### src/rtl/alu_seq_if.sv
// Handshake bundle between the control unit / ALU datapath and the alu_seq sequencer.
interface alu_seq_if;
  logic       start;
  logic [2:0] cmd;
  logic       flg_rd;
  logic       clr;
  logic       opnd_vld;
  logic       bus_gnt;
  logic       busy;
  logic       done;
  logic       err;
  logic       ld_a;
  logic       ld_b;
  logic [2:0] alu_fn;
  logic [1:0] op_sel;
  logic       lrst;
  logic       bus_req;
  logic       ws1;
  logic       ws2;

  modport master (
    output start, cmd, flg_rd, clr, opnd_vld, bus_gnt,
    input  busy, done, err, ld_a, ld_b, alu_fn, op_sel, lrst, bus_req, ws1, ws2
  );

  modport slave (
    input  start, cmd, flg_rd, clr, opnd_vld, bus_gnt,
    output busy, done, err, ld_a, ld_b, alu_fn, op_sel, lrst, bus_req, ws1, ws2
  );
endinterface

### src/rtl/alu_seq.sv
// Sequencer for the 4-bit ALU: operand load, execute, bus acquisition and
// result/flag write-back, with a per-wait-state timeout abort.
module alu_seq #(
  parameter int unsigned TMO = 8,
  parameter int unsigned CW  = 8
) (
  input  logic     clk,
  input  logic     grst,
  alu_seq_if.slave bus
);

  typedef enum logic [3:0] {
    S_IDLE, S_CLR, S_LDA, S_LDB, S_EXEC, S_REQ, S_WRES, S_WFLG, S_DONE, S_ABORT
  } state_t;

  localparam logic [CW-1:0] TMO_LAST = CW'(TMO - 1);

  state_t        r_state, w_next;
  logic [CW-1:0] r_cnt;
  logic [2:0]    r_fn;
  logic          r_flg;

  logic       w_wait, w_in, w_expire, w_accept;
  logic       w_busy, w_done, w_err, w_ld_a, w_ld_b, w_lrst, w_req, w_ws1, w_ws2;
  logic [1:0] w_op_sel;

  // Wait states and the input each one is waiting on
  always_comb begin
    w_wait = 1'b0;
    w_in   = 1'b0;
    case (r_state)
      S_LDA, S_LDB:          begin w_wait = 1'b1; w_in = bus.opnd_vld; end
      S_REQ, S_WRES, S_WFLG: begin w_wait = 1'b1; w_in = bus.bus_gnt;  end
      default: ;
    endcase
  end

  assign w_expire = w_wait & ~w_in & (r_cnt == TMO_LAST);
  assign w_accept = (r_state == S_IDLE) & ~bus.clr & bus.start;

  always_comb begin
    w_next   = r_state;
    w_busy   = 1'b1;
    w_done   = 1'b0;
    w_err    = 1'b0;
    w_ld_a   = 1'b0;
    w_ld_b   = 1'b0;
    w_lrst   = 1'b0;
    w_req    = 1'b0;
    w_ws1    = 1'b0;
    w_ws2    = 1'b0;
    w_op_sel = 2'b00;
    case (r_state)
      S_IDLE: begin
        w_busy = 1'b0;
        if (bus.clr)        w_next = S_CLR;
        else if (bus.start) w_next = S_LDA;
      end
      S_CLR: begin
        w_lrst = 1'b1;
        w_next = S_DONE;
      end
      S_LDA: begin
        w_ld_a = bus.opnd_vld;
        if (bus.opnd_vld) w_next = r_fn[2] ? S_EXEC : S_LDB;
        else if (w_expire) w_next = S_ABORT;
      end
      S_LDB: begin
        w_ld_b = bus.opnd_vld;
        if (bus.opnd_vld)  w_next = S_EXEC;
        else if (w_expire) w_next = S_ABORT;
      end
      S_EXEC: begin
        w_op_sel = r_fn[2] ? 2'b10 : 2'b01;
        w_next   = S_REQ;
      end
      S_REQ: begin
        w_req = 1'b1;
        if (bus.bus_gnt)   w_next = S_WRES;
        else if (w_expire) w_next = S_ABORT;
      end
      S_WRES: begin
        w_req = 1'b1;
        w_ws1 = bus.bus_gnt;
        if (bus.bus_gnt)   w_next = r_flg ? S_WFLG : S_DONE;
        else if (w_expire) w_next = S_ABORT;
      end
      S_WFLG: begin
        w_req = 1'b1;
        w_ws2 = bus.bus_gnt;
        if (bus.bus_gnt)   w_next = S_DONE;
        else if (w_expire) w_next = S_ABORT;
      end
      S_DONE: begin
        w_busy = 1'b0;
        w_done = 1'b1;
        w_next = S_IDLE;
      end
      S_ABORT: begin
        w_err  = 1'b1;
        w_next = S_IDLE;
      end
      default: w_next = S_IDLE;
    endcase
  end

  always_ff @(posedge clk or posedge grst) begin
    if (grst) begin
      r_state <= S_IDLE;
      r_cnt   <= '0;
      r_fn    <= '0;
      r_flg   <= 1'b0;
    end else begin
      r_state <= w_next;
      // Timeout count restarts on every state change, so an expiry also clears it
      if (w_next != r_state)       r_cnt <= '0;
      else if (w_wait && !w_in)    r_cnt <= r_cnt + CW'(1);
      if (w_accept) begin
        r_fn  <= bus.cmd;
        r_flg <= bus.flg_rd;
      end
    end
  end

  assign bus.busy    = w_busy;
  assign bus.done    = w_done;
  assign bus.err     = w_err;
  assign bus.ld_a    = w_ld_a;
  assign bus.ld_b    = w_ld_b;
  assign bus.alu_fn  = r_fn;
  assign bus.op_sel  = w_op_sel;
  assign bus.lrst    = w_lrst;
  assign bus.bus_req = w_req;
  assign bus.ws1     = w_ws1;
  assign bus.ws2     = w_ws2;

endmodule

### src/flat_wrapper.sv
// flat-port wrapper written by rule: the top's interface ports become plain ports
module alu_seq_flat 
#(
  parameter int unsigned TMO = 8,
  parameter int unsigned CW  = 8
)
  (clk, grst, bus_start, bus_cmd, bus_flg_rd, bus_clr, bus_opnd_vld, bus_bus_gnt, bus_busy, bus_done, bus_err, bus_ld_a, bus_ld_b, bus_alu_fn, bus_op_sel, bus_lrst, bus_bus_req, bus_ws1, bus_ws2);
  alu_seq_if bus_i ();
  input  logic clk;
  input  logic grst;
  input wire logic [$bits(bus_i.start)-1:0] bus_start;
  input wire logic [$bits(bus_i.cmd)-1:0] bus_cmd;
  input wire logic [$bits(bus_i.flg_rd)-1:0] bus_flg_rd;
  input wire logic [$bits(bus_i.clr)-1:0] bus_clr;
  input wire logic [$bits(bus_i.opnd_vld)-1:0] bus_opnd_vld;
  input wire logic [$bits(bus_i.bus_gnt)-1:0] bus_bus_gnt;
  output wire logic [$bits(bus_i.busy)-1:0] bus_busy;
  output wire logic [$bits(bus_i.done)-1:0] bus_done;
  output wire logic [$bits(bus_i.err)-1:0] bus_err;
  output wire logic [$bits(bus_i.ld_a)-1:0] bus_ld_a;
  output wire logic [$bits(bus_i.ld_b)-1:0] bus_ld_b;
  output wire logic [$bits(bus_i.alu_fn)-1:0] bus_alu_fn;
  output wire logic [$bits(bus_i.op_sel)-1:0] bus_op_sel;
  output wire logic [$bits(bus_i.lrst)-1:0] bus_lrst;
  output wire logic [$bits(bus_i.bus_req)-1:0] bus_bus_req;
  output wire logic [$bits(bus_i.ws1)-1:0] bus_ws1;
  output wire logic [$bits(bus_i.ws2)-1:0] bus_ws2;
  assign bus_i.start = bus_start;
  assign bus_i.cmd = bus_cmd;
  assign bus_i.flg_rd = bus_flg_rd;
  assign bus_i.clr = bus_clr;
  assign bus_i.opnd_vld = bus_opnd_vld;
  assign bus_i.bus_gnt = bus_bus_gnt;
  assign bus_busy = bus_i.busy;
  assign bus_done = bus_i.done;
  assign bus_err = bus_i.err;
  assign bus_ld_a = bus_i.ld_a;
  assign bus_ld_b = bus_i.ld_b;
  assign bus_alu_fn = bus_i.alu_fn;
  assign bus_op_sel = bus_i.op_sel;
  assign bus_lrst = bus_i.lrst;
  assign bus_bus_req = bus_i.bus_req;
  assign bus_ws1 = bus_i.ws1;
  assign bus_ws2 = bus_i.ws2;
  alu_seq #(.TMO(TMO), .CW(CW)) u_core (.clk(clk), .grst(grst), .bus(bus_i));
endmodule
### config.mk
export PLATFORM = sky130hd
export DESIGN_NAME = alu_seq_flat
export DESIGN_NICKNAME = d
export VERILOG_FILES = /design/src/rtl/alu_seq_if.sv /design/src/rtl/alu_seq.sv /design/src/flat_wrapper.sv
export SDC_FILE = /design/constraint.sdc
export NUM_CORES = 1
export LEC_CHECK = 0
export ABC_AREA = 1
export BUFFER_PORTS_ARGS = -buffer_cell sky130_fd_sc_hd__buf_4
export CAP_MARGIN = 20
export CORE_MARGIN = 2
export CORE_UTILIZATION = 45
export CTS_BUF_LIST = sky130_fd_sc_hd__clkbuf_8 sky130_fd_sc_hd__clkbuf_16
export DETAILED_ROUTE_END_ITERATION = 7
export PLACE_DENSITY_LB_ADDON = 0.05
export SLEW_MARGIN = 40
export SYNTH_ARGS = -nofsm -noshare
export SYNTH_HDL_FRONTEND = slang
export SYNTH_SLANG_ARGS = --single-unit
export TNS_END_PERCENT = 20
### constraint.sdc
create_clock -name clk -period 1.4 [get_ports clk]
set_input_delay 0.07 -clock clk [delete_from_list [all_inputs] [get_ports clk]]
set_output_delay 0.07 -clock clk [all_outputs]
set_load 0.1 [all_outputs]
==> results by group, run 1 <==
Synth
  – Most frequent cell after synthesis: nand2_1
  – Post-synth EDFFs: 0
  – Yosys reg bits: 16
  – Mean post-synth cell area: 7.437 um^2
  – Mapped Cells: 142
  – Syn nets: between 150 and 200
  – Post-synth cell types: 25
  – Async SR Flop Fraction: 100.0%
  – Sequential area share after synthesis: 37.91%
  – Synth Cell Area: 1056 um^2
  – Synthesis warning total: 0
  – Synth cell count leaders: 28 x nand2_1, 27 x nor2_1, 19 x inv_1, 16 x dfrtp_1, 11 x nand3_1
  – Largest cells by area after synthesis: dfrtp_1 38%, nand2_1 10%, nor2_1 9.6%, inv_1 6.8%, nand3_1 5.2%
  – Synth top area share: 37.91%
  – Ys flop type: dfrtp_1
  – Largest area contributor in the netlist: dfrtp_1

Final layout
  – Layout area overhead: 101.4%
  – Final nets: roughly 230
  – Non-Filler Instances: 245
  – Ant. Diodes: 0
  – Share of cells above drive strength 1: between 60% and 70%

Power and ir drop
  – Combinational group share of total power: 74.0%
  – Max IR drop VDD: about 0.0020 V
  – Sequential share of power: 16.7%
  – Pwr dens: approximately 2100 nW/um^2
  – Clock power share: 9.3%
  – Pwr Total: around 4.5 mW
  – P_int: 2.060 mW
  – P_leak: 1.000 nW
  – Total net switching power: 2.446 mW
  – Net Sw Frac: between 50% and 60%

STA
  – Pin slew with the least headroom to its limit: about 630 ps
  – Crit share post-route: 143.1%
  – Slew Limit Headroom: approximately 58%
  – Hold Vio Cnt, Final: 0
  – Worst Slack Setup Final: -603.5 ps
  – Max Fclk: around 0.5 GHz
  – Final setup vio count: 26
  – Unrepaired setup endpoints after global routing: yes
  – Clock skew: 4.090 ps
  – Total negative slack: -7704 ps
  – Final Critical Period: about 2000 ps
  – Max Slew Vio Count: 0

Routing
  – Routed len/inst: between 20 and 25 um
  – DRT iter0 DRCs: 62
  – Via density: 6.000
  – ANT nets after route: 0
  – DRT Wirelength: 5661 um
  – DRT Pass-1 Iters: 4
  – DRC Markers: 0
  – Via Count: ~1,500

Global route
  – Vias in the first global route: 1,351
  – Aggregate global routing overflow: 0
  – Tot GR Track Use: 30.05%
  – First-pass GRT wire length: 5954 um
  – Number of antenna violations at the first check in global routing: 0
  – Largest net degree at the start of global routing: 17

Floorplanning
  – Row count: 17
  – Die Area: 2750 um^2
  – Initial Util: 47.74%
  – Die W: 52.44 um
  – Die Y: 52.44 um
  – Boundary pin count: 24
  – Core Area: approximately 2200 um^2

Worst setup path
  – CP required: 1570 ps
  – Crit end category: register
  – CP Class: register to register
  – Worst path arrival time: 2170 ps
  – Slowest stage delay, CP: 440 ps
  – Startpoint types: register
  – Most common cell on crit path: nand2_2
  – CP Max Fanout: 8
  – Slowest cell on crit path: dfrtp_2
  – Crit-path cells: inv_4, nor2_4, nand3_2, nand2_4, nand2_4, nand2_2, nand2_2, nand2_2, nand2_2, nand2_2, nand3_4, nor2_1

Clock tree
  – Clock slew at reported path FFs: ~70 ps
  – CTS tree: done
  – CTS buffer count: 3
  – Root buffer cell: clkbuf_8
  – Clock buffer depth: 2
  – Skew-Pair Late Insertion Delay: 260 ps
  – Num Clock Sinks: 16
  – H-tree depth: 1

Placed design
  – Port bufs: 23
  – Detailed-placement wirelength estimate: 2311 um
  – Dpl cells: approximately 230
  – Routability cong.: 0.8831

Status
  – Violated checks: setup timing
  – Outcome: finished with violations

Flow run
  – Max-cap viol count: 0

Min path
  – Worst min path class: primary input to register
[logic make-up after synthesis]
logic type	count (synthesis)	share of synthesized area [%]
adders and majority gates	1	1.185
AOI/OAI and AO/OA	10	5.687
DFF	16	37.91
buffers and inverters	20	7.109
and+or+nand+nor	85	38.98
muxes	4	4.147
xor gates and xnor gates	6	4.976
[layer usage]
metal | global-route usage [%] | wire length (um) | up-vias
li1 | - | - | 598
met1 | 32.30 | 1911 | 692
met4 | 9.829 | 516 | 0
met2 | 57.29 | 2758 | 124
met5 | 0 | 0 | -
met3 | 6.286 | 474 | 56
[power groups by stage]
stage	registers (mW)	clock network (mW)	logic, mW
after floorplan	1.00	0	1.26
after global placement	0.691	0	2.32
after detailed placement	0.701	0	2.35
after CTS	0.709	0.409	2.78
after global routing	0.760	0.436	3.42
final	0.754	0.418	3.33
[cells in the final DEF, fill, tap and decap left out, types with 2 or more instances in the layout]
master / count
buf_6: 6
xor2_1: 4
o21ai_0: 2
inv_1: 13
nand3_1: 8
nor2_1: 6
nor2_4: 16
mux2_2: 3
a21oi_1: 3
dfrtp_1: 11
dfrtp_2: 5
inv_2: 2
nand2_4: 6
nand3_2: 6
nand2_1: 17
nand2_2: 10
inv_4: 5
nor3_4: 4
clkbuf_8: 4
buf_4: 52
buf_12: 11
nor2_2: 8
[area by class of cell]
cell class,count,area (um^2)
clock buffer,4,55.05
fill,46,85.08
inverter,20,87.58
multi-input combinational,106,839.6
sequential,16,406.6
tap,28,35.03
timing repair buffer,71,703.2
[worst max-delay path, delay by kind of cell (launching register included)]
family	cells	cell delay (ps)
flip-flops	1	440
AND/OR/NAND/NOR	11	1410
buffers and inverters	1	70
[worst paths after layout]
kind / slack (ps) / depth (start not counted) / end / from
worst min-delay path: 60 / 2 / u_core.bus.alu_fn[1] / bus_cmd[1]
max in group asynchronous: 490 / 3 / u_core.r_state[1] / grst
worst max register to register: -600 / 12 / u_core.r_cnt[3] / u_core.r_state[2]
worst max-delay path: -600 / 12 / u_core.r_cnt[3] / u_core.r_state[2]
min in group asynchronous: 460 / 3 / u_core.r_cnt[4] / grst
worst min register to register: 550 / 1 / u_core.bus.alu_fn[1] / u_core.bus.alu_fn[1]
[through the flow]
step / instance area (um^2) / hold WS [ps] / setup WS (ps) / utilization (%)
finish: 2127 / 61.58 / -603.5 / 96.15
global route: 2127 / 64.62 / -668.6 / 96.15
CTS: 1958 / 51.14 / -284.2 / 88.52
detailed placement: 1663 / 181.0 / -406.5 / 75.17
global placement: 1663 / 166.9 / -293.9 / 75.17
floorplan: 1155 / -16.40 / -401.2 / -
[state kept, by name, indices dropped and copies added, names as in the netlist]
name,cells
u_core.r_state,4
u_core.r_flg,1
u_core.r_cnt,8
u_core.bus.alu_fn,3
[what timing repair did]
item | CTS | global route
buffers inserted | 3 | 5
hold buffers | 1 | 0
gates resized for setup | 57 | 34
setup endpoints to repair | 24 | 27
gates cloned | 0 | 0
pin swaps | 12 | 16
hold endpoints to repair | 16 | 0
No activity file was read; power rests on OpenSTA's default activity.
==> run 2, diff against run 1 <==
CELL_PAD_IN_SITES_DETAIL_PLACEMENT = 0   (was unset)
CELL_PAD_IN_SITES_GLOBAL_PLACEMENT = 2   (was unset)
CORE_UTILIZATION = 26   (was 45)
==> run 2 against run 1 <==
Largest power group unchanged; register-to-register slack better by 350 ps; first-iteration DRC count fell by 63%; fmax increased by 21%; clock-buffer cell count decreased by 1; clock skew is essentially flat; highest routed layer unchanged; global-route usage down 14 points; the run still ends with setup timing left.
==> results by group, run 2 (synthesis gave the netlist of run 1 again) <==
Worst setup path
  – Crit-path cells: inv_2, buf_6, o21ai_0, nand2_1, nand3_4, nor2_4, nand2_2, nand2_2, nand2_2, nor2_4, nand3_4, nor2_1
  – CP Class: register to register
  – CP required: 1590 ps (+20 ps)
  – CP Max Fanout: 8 (unchanged)
  – Slowest cell on crit path: dfrtp_2
  – R2R Setup Slk: -260 ps (+350 ps)
  – Slowest stage delay, CP: 440 ps (about the same)
  – Most common cell on crit path: nand2_2
  – Startpoint types: register
  – Worst path arrival time: 1840 ps (-330 ps)
  – Crit end category: register

Routing
  – Via Count: 1,182 (-20%)
  – DRC Markers: 0 (unchanged)
  – DRT iter0 DRCs: 23 (-63%)
  – M1 WL: 1512 um (-21%)
  – ANT nets after route: 0 (unchanged)
  – Met3 wire len: 78 um (-84%)
  – DRT Wirelength: 3256 um (-42%)
  – Met2 wire length: 1643 um (-40%)
  – Routed len/inst: 12.15 um (-47%)
  – DRT Pass-1 Iters: 4 (unchanged)
  – Via density: 4.410 (-26%)
  – Top layer in use: met4

Placed design
  – Detailed-placement wirelength estimate: 2488 um (+7.6%)
  – Pre-CTS WS: -314.4 ps (+92.10 ps)
  – Routability cong.: 0.8231 (-6.8%)
  – Port bufs: 23 (unchanged)

STA
  – Slew Limit Headroom: 56.02% (-1.7 points)
  – Max Slew Vio Count: 0 (unchanged)
  – Pin slew with the least headroom to its limit: 658.9 ps (+24.99 ps)
  – Hold Vio Cnt, Final: 0 (unchanged)
  – Max Fclk: 0.6031 GHz (+21%)
  – Final Critical Period: 1658 ps (-345.4 ps)
  – Worst Slack Setup Final: -258.1 ps (+345.4 ps)
  – Clock skew: 4.156 ps (+0.06556 ps)
  – Crit share post-route: 118.4% (-25 points)
  – Unrepaired setup endpoints after global routing: yes
  – Final setup vio count: 21 (-19%)

Global route
  – Aggregate global routing overflow: 0 (unchanged)
  – First-pass GRT wire length: 5637 um (-5.3%)
  – Tot GR Track Use: 16.53% (-14 points)
  – Largest net degree at the start of global routing: 17 (unchanged)
  – Vias in the first global route: 1,193 (-12%)
  – Number of antenna violations at the first check in global routing: 0 (unchanged)

Status
  – Outcome: finished with violations
  – Violated checks: setup timing

Clock tree
  – Clock slew at reported path FFs: 70 ps (about the same)
  – Skew-Pair Late Insertion Delay: 250 ps (about the same)
  – CTS buffer count: 3 (unchanged)
  – Clock buffer depth: 2 (unchanged)
  – CTS tree: done
  – Num Clock Sinks: 16 (unchanged)
  – H-tree depth: 1 (unchanged)
  – Root buffer cell: clkbuf_8

Final layout
  – Ant. Diodes: 0 (unchanged)
  – Most frequent cells in the layout: 54 x buf_4, 18 x nand2_1, 15 x inv_1, 13 x nor2_4
  – Share of cells above drive strength 1: 66.06% (-0.77 points)
  – Final nets: 230 (+0.44%)
  – Fillcell total: 356 (+670%)
  – Most flops, register: u_core.r_cnt
  – Max FFs per register: 8 (unchanged)
  – Layout area overhead: 100.1%
  – Commonest non-fill, non-tap cell in the layout: buf_4

Floorplanning
  – Row count: 23 (+6)
  – Core Area: 3943 um^2 (+78%)
  – Die Y: 67.73 um (+29%)
  – Die W: 67.73 um (+29%)
  – Initial Util: 26.79% (-21 points)
  – Boundary pin count: 24 (unchanged)
  – Die Area: 4587 um^2 (+67%)

Power and ir drop
  – Pwr dens: 1907 nW/um^2 (-10%)
  – Pwr Total: 4.030 mW (-11%)
  – Max IR drop VDD: 0.001105 V (-46%)
  – P_leak: 0.9992 nW (about the same)

Flow run
  – Max-cap viol count: 0 (unchanged)

Min path
  – Worst min path class: primary input to register
## run 2: cell types whose count changed in the layout (fill, tap and decap cells not counted), sizes merged
cell / change
buf: +1
clkbuf: -1
inv: +1
## run 2: final cells by class
class | instances | area [um^2] | share of cell area (%)
repair buffers | 72 | 698.2 | 33.04
clock buffers | 3 | 41.29 | 1.954
clock inverters | 1 | 3.754 | 0.1776
multi-input cells | 106 | 824.5 | 39.02
inverters | 20 | 77.57 | 3.671
flip-flops and latches | 16 | 405.4 | 19.18
well taps | 50 | 62.56 | 2.960
## run 2: power by group
part / internal, mW / total, mW / switching [mW]
Clock: 0.195 / 0.361 / 0.166
Sequential: 0.579 / 0.721 / 0.141
Combinational: 1.14 / 2.95 / 1.81
## run 2: timing repair
item                                    4_1_cts  5_1_grt
hold buffers                                  1        0
cloned                                        0        0
resized for setup                            54       28
setup buffers                                 3        4
pin swaps                                     7       25
endpoints found under the setup margin       25       25
endpoints found under the hold margin        16        0
## run 2: stage by stage
step	util (%)	instance area, um^2	setup TNS [ps]	hold slack (ps)	instances
3_3_place_gp	43.07	1698	-2860	193.9	256
4_1_cts	50.14	1977	-3257	45.02	264
3_5_place_dp	43.07	1698	-2963	207.4	256
6_report	53.60	2113	-3636	45.38	268
2_1_floorplan	-	1155	-5073	-16.40	142
5_1_grt	53.60	2113	-5846	45.42	268
## run 2: worst paths after layout
check / depth (start not counted) / endpoint / from
max: 12 / u_core.r_cnt[6] / u_core.r_state[0]
min: 2 / u_core.r_flg / bus_flg_rd
max reg2reg: 12 / u_core.r_cnt[6] / u_core.r_state[0]
min reg2reg: 1 / u_core.bus.alu_fn[0] / u_core.bus.alu_fn[0]
max in group asynchronous: 3 / u_core.r_state[1] / grst
min in group asynchronous: 3 / u_core.bus.alu_fn[0] / grst
## run 2: worst max-delay path: cells and delay by family, from the launching register on
family          cells  cell delay [ps]
simple gates        9              920
flops               1              440
buf+inv             2              180
compound gates      1               60
## run 2: per-layer routing
metal  GRT usage (%)  up-vias
li1                -      605
met5               0        -
met3           2.667        4
met1           22.90      557
met4           3.061        0
met2           27.21       16
==> run 3, diff against run 2 <==
--- a/config.mk
+++ b/config.mk
@@ -16,2 +16,3 @@
 export DETAILED_ROUTE_END_ITERATION = 7
+export HOLD_SLACK_MARGIN = 0.02
 export PLACE_DENSITY_LB_ADDON = 0.05
==> constraint.sdc (replaced) <==
create_clock -name clk -period 1.4 [get_ports clk]
set_input_delay 0.28 -clock clk [delete_from_list [all_inputs] [get_ports clk]]
set_output_delay 0.28 -clock clk [all_outputs]
set_load 0.1 [all_outputs]
==> run 3 against run 2 <==
Die area unchanged; first-iteration DRC count shrank 39%; highest routed layer unchanged; non-clock buffer count is 8 higher; the flow still finishes with violations (setup timing); clock skew grew 1.7 ps; hold slack improved by 220 ps; global-route usage shrank 0.37 points; fmax is 5.4% lower; cell count is 3.0% higher; sequential share of layout area fell by 0.97 points.
==> results by group, run 3 (synthesis gave the netlist of run 1 again) <==
Status
  – Outcome: finished with violations
  – Violated checks: setup timing

Floorplanning
  – Initial Util: 26.79% (unchanged)
  – Row count: 23 (unchanged)
  – Core Area: 3943 um^2 (unchanged)
  – Boundary pin count: 24 (unchanged)
  – Die Y: 67.73 um (unchanged)
  – Die W: 67.73 um (unchanged)
  – Die Area: 4587 um^2 (unchanged)

Placed design
  – Port bufs: 23 (unchanged)
  – Routability cong.: 0.7843 (-4.7%)
  – Pre-CTS WS: -343.8 ps (-29.41 ps)
  – Placed Area: 1738 um^2 (+2.4%)
  – Detailed-placement wirelength estimate: 2516 um (+1.1%)
  – Dpl cells: 256 (unchanged)

Global route
  – Largest net degree at the start of global routing: 10 (-7)
  – Vias in the first global route: 1,263 (+5.9%)
  – First-pass GRT wire length: 5540 um (-1.7%)
  – Tot GR Track Use: 16.16% (-0.37 points)
  – Number of antenna violations at the first check in global routing: 0 (unchanged)
  – Aggregate global routing overflow: 0 (unchanged)

Worst setup path
  – Crit end category: output pin
  – Slowest cell on crit path: dfrtp_2
  – Crit Reg-Reg Startpoint: u_core.r_state[1]
  – Slowest stage delay, CP: 450 ps (about the same)
  – CP Class: register to output pin
  – Crit-path cells: inv_4, nand2_2, inv_4, buf_4, nand2_8, nor2_4, buf_12
  – CP required: 1120 ps (-470 ps)
  – R2R Setup Slk: -300 ps (-40 ps)
  – Worst r2r dst: u_core.r_cnt[1]
  – Most common cell on crit path: inv_4
  – Startpoint types: register
  – Worst path arrival time: 1470 ps (-370 ps)
  – R2r worst-path depth: 12 (unchanged)
  – CP Max Fanout: 4 (-4)

Final layout
  – Final nets: 238 (+3.5%)
  – Layout area overhead: 111.4%
  – Fin area: 2232 um^2 (+5.6%)
  – Non-Filler Instances: 276 (+3.0%)
  – Max FFs per register: 8 (unchanged)
  – Commonest non-fill, non-tap cell in the layout: buf_4
  – Fillcell total: 351 (-1.4%)
  – Ant. Diodes: 0 (unchanged)
  – Most flops, register: u_core.r_cnt
  – Share of cells above drive strength 1: 69.03% (+3.0 points)
  – Final Util: 56.62% (+3.0 points)
  – Most frequent cells in the layout: 61 x buf_4, 16 x nand2_1, 15 x nor2_4, 13 x buf_12, 12 x nand2_2

Power and ir drop
  – P_leak: 1.042 nW (+4.3%)
  – Pwr Total: 4.305 mW (+6.8%)
  – Pwr dens: 1929 nW/um^2 (+1.1%)
  – Max IR drop VDD: 0.001134 V (+2.6%)

Clock tree
  – CTS buffer count: 3 (unchanged)
  – CTS tree: done
  – Clock buffer depth: 2 (unchanged)
  – Root buffer cell: clkbuf_8
  – Num Clock Sinks: 16 (unchanged)
  – Clock slew at reported path FFs: 70 ps (about the same)
  – Skew-Pair Late Insertion Delay: 250 ps (about the same)
  – H-tree depth: 1 (unchanged)

STA
  – Final setup vio count: 24 (+14%)
  – Hold Vio Cnt, Final: 0 (unchanged)
  – Max Fclk: 0.5707 GHz (-5.4%)
  – Final Critical Period: 1752 ps (+94.23 ps)
  – Clock skew: 5.829 ps (+1.673 ps)
  – Worst Slack Setup Final: -352.3 ps (-94.23 ps)
  – Total negative slack: -5680 ps (-2045 ps)
  – Hold WS: 261.5 ps (+216.1 ps)
  – Slew Limit Headroom: 77.33% (+21 points)
  – Pin slew with the least headroom to its limit: 339.6 ps (-319.3 ps)
  – Unrepaired setup endpoints after global routing: yes
  – Crit share post-route: 125.2% (+6.7 points)
  – Max Slew Vio Count: 0 (unchanged)

Min path
  – WHS Endpoint: u_core.r_flg
  – Worst min path class: primary input to register
  – Hold_sp: bus_flg_rd
  – Worst Hold Depth: 2 (unchanged)

Routing
  – DRT Wirelength: 3317 um (+1.9%)
  – DRC Markers: 0 (unchanged)
  – Via density: 4.373 (-0.84%)
  – Via Count: 1,207 (+2.1%)
  – ANT nets after route: 0 (unchanged)
  – Routed len/inst: 12.02 um (-1.1%)
  – DRT Pass-1 Iters: 2 (-2)
  – DRT iter0 DRCs: 14 (-39%)

Flow run
  – Max-cap viol count: 0 (unchanged)
[run 3: how the worst max path moves through the flow]
stage,start,to,slack [ps]
6_report,u_core.r_state[1],bus_done,-350
3_3_place_gp,u_core.r_state[3],u_core.r_cnt[1],-350
4_1_cts,u_core.r_state[1],bus_done,-340
3_5_place_dp,u_core.r_state[3],u_core.r_cnt[1],-340
2_1_floorplan,u_core.r_state[1],u_core.r_cnt[0],-400
5_1_grt,u_core.r_state[2],u_core.r_cnt[1],-430
[run 3: critical path, delay by kind of cell (launching register included)]
family | cells | cell delay (ps)
flip-flops | 1 | 450
buffers and inverters | 4 | 490
AND/OR/NAND/NOR | 3 | 270
[run 3: what timing repair did]
action / 4_1_cts / 5_1_grt
pin swaps: 6 / 19
resized for setup: 50 / 37
hold buffers: 1 / 0
endpoints found under the hold margin: 7 / 0
endpoints found under the setup margin: 25 / 27
buffers inserted: 7 / 8
[run 3: per-layer routing]
metal / share of wire (%) / track usage [%] / vias to the layer above
met5: 0 / 0 / -
met4: 1.2 / 4.592 / 0
met3: 2.6 / 2.500 / 4
met2: 52 / 27.57 / 20
met1: 44 / 20.98 / 566
li1: - / - / 617
[run 3: layout make-up]
type	instances	area (um^2)	share of cell area, %
inverters	20	87.58	3.924
clock buffers	4	55.05	2.466
multi-input cells	106	835.8	37.44
well taps	50	62.56	2.803
flip-flops and latches	16	406.6	18.22
repair buffers	80	784.5	35.15
[run 3: where the power goes]
part	total (mW)	switching (mW)	internal [mW]
registers	0.729	0.149	0.581
clock network	0.426	0.176	0.250
logic	3.15	1.87	1.28
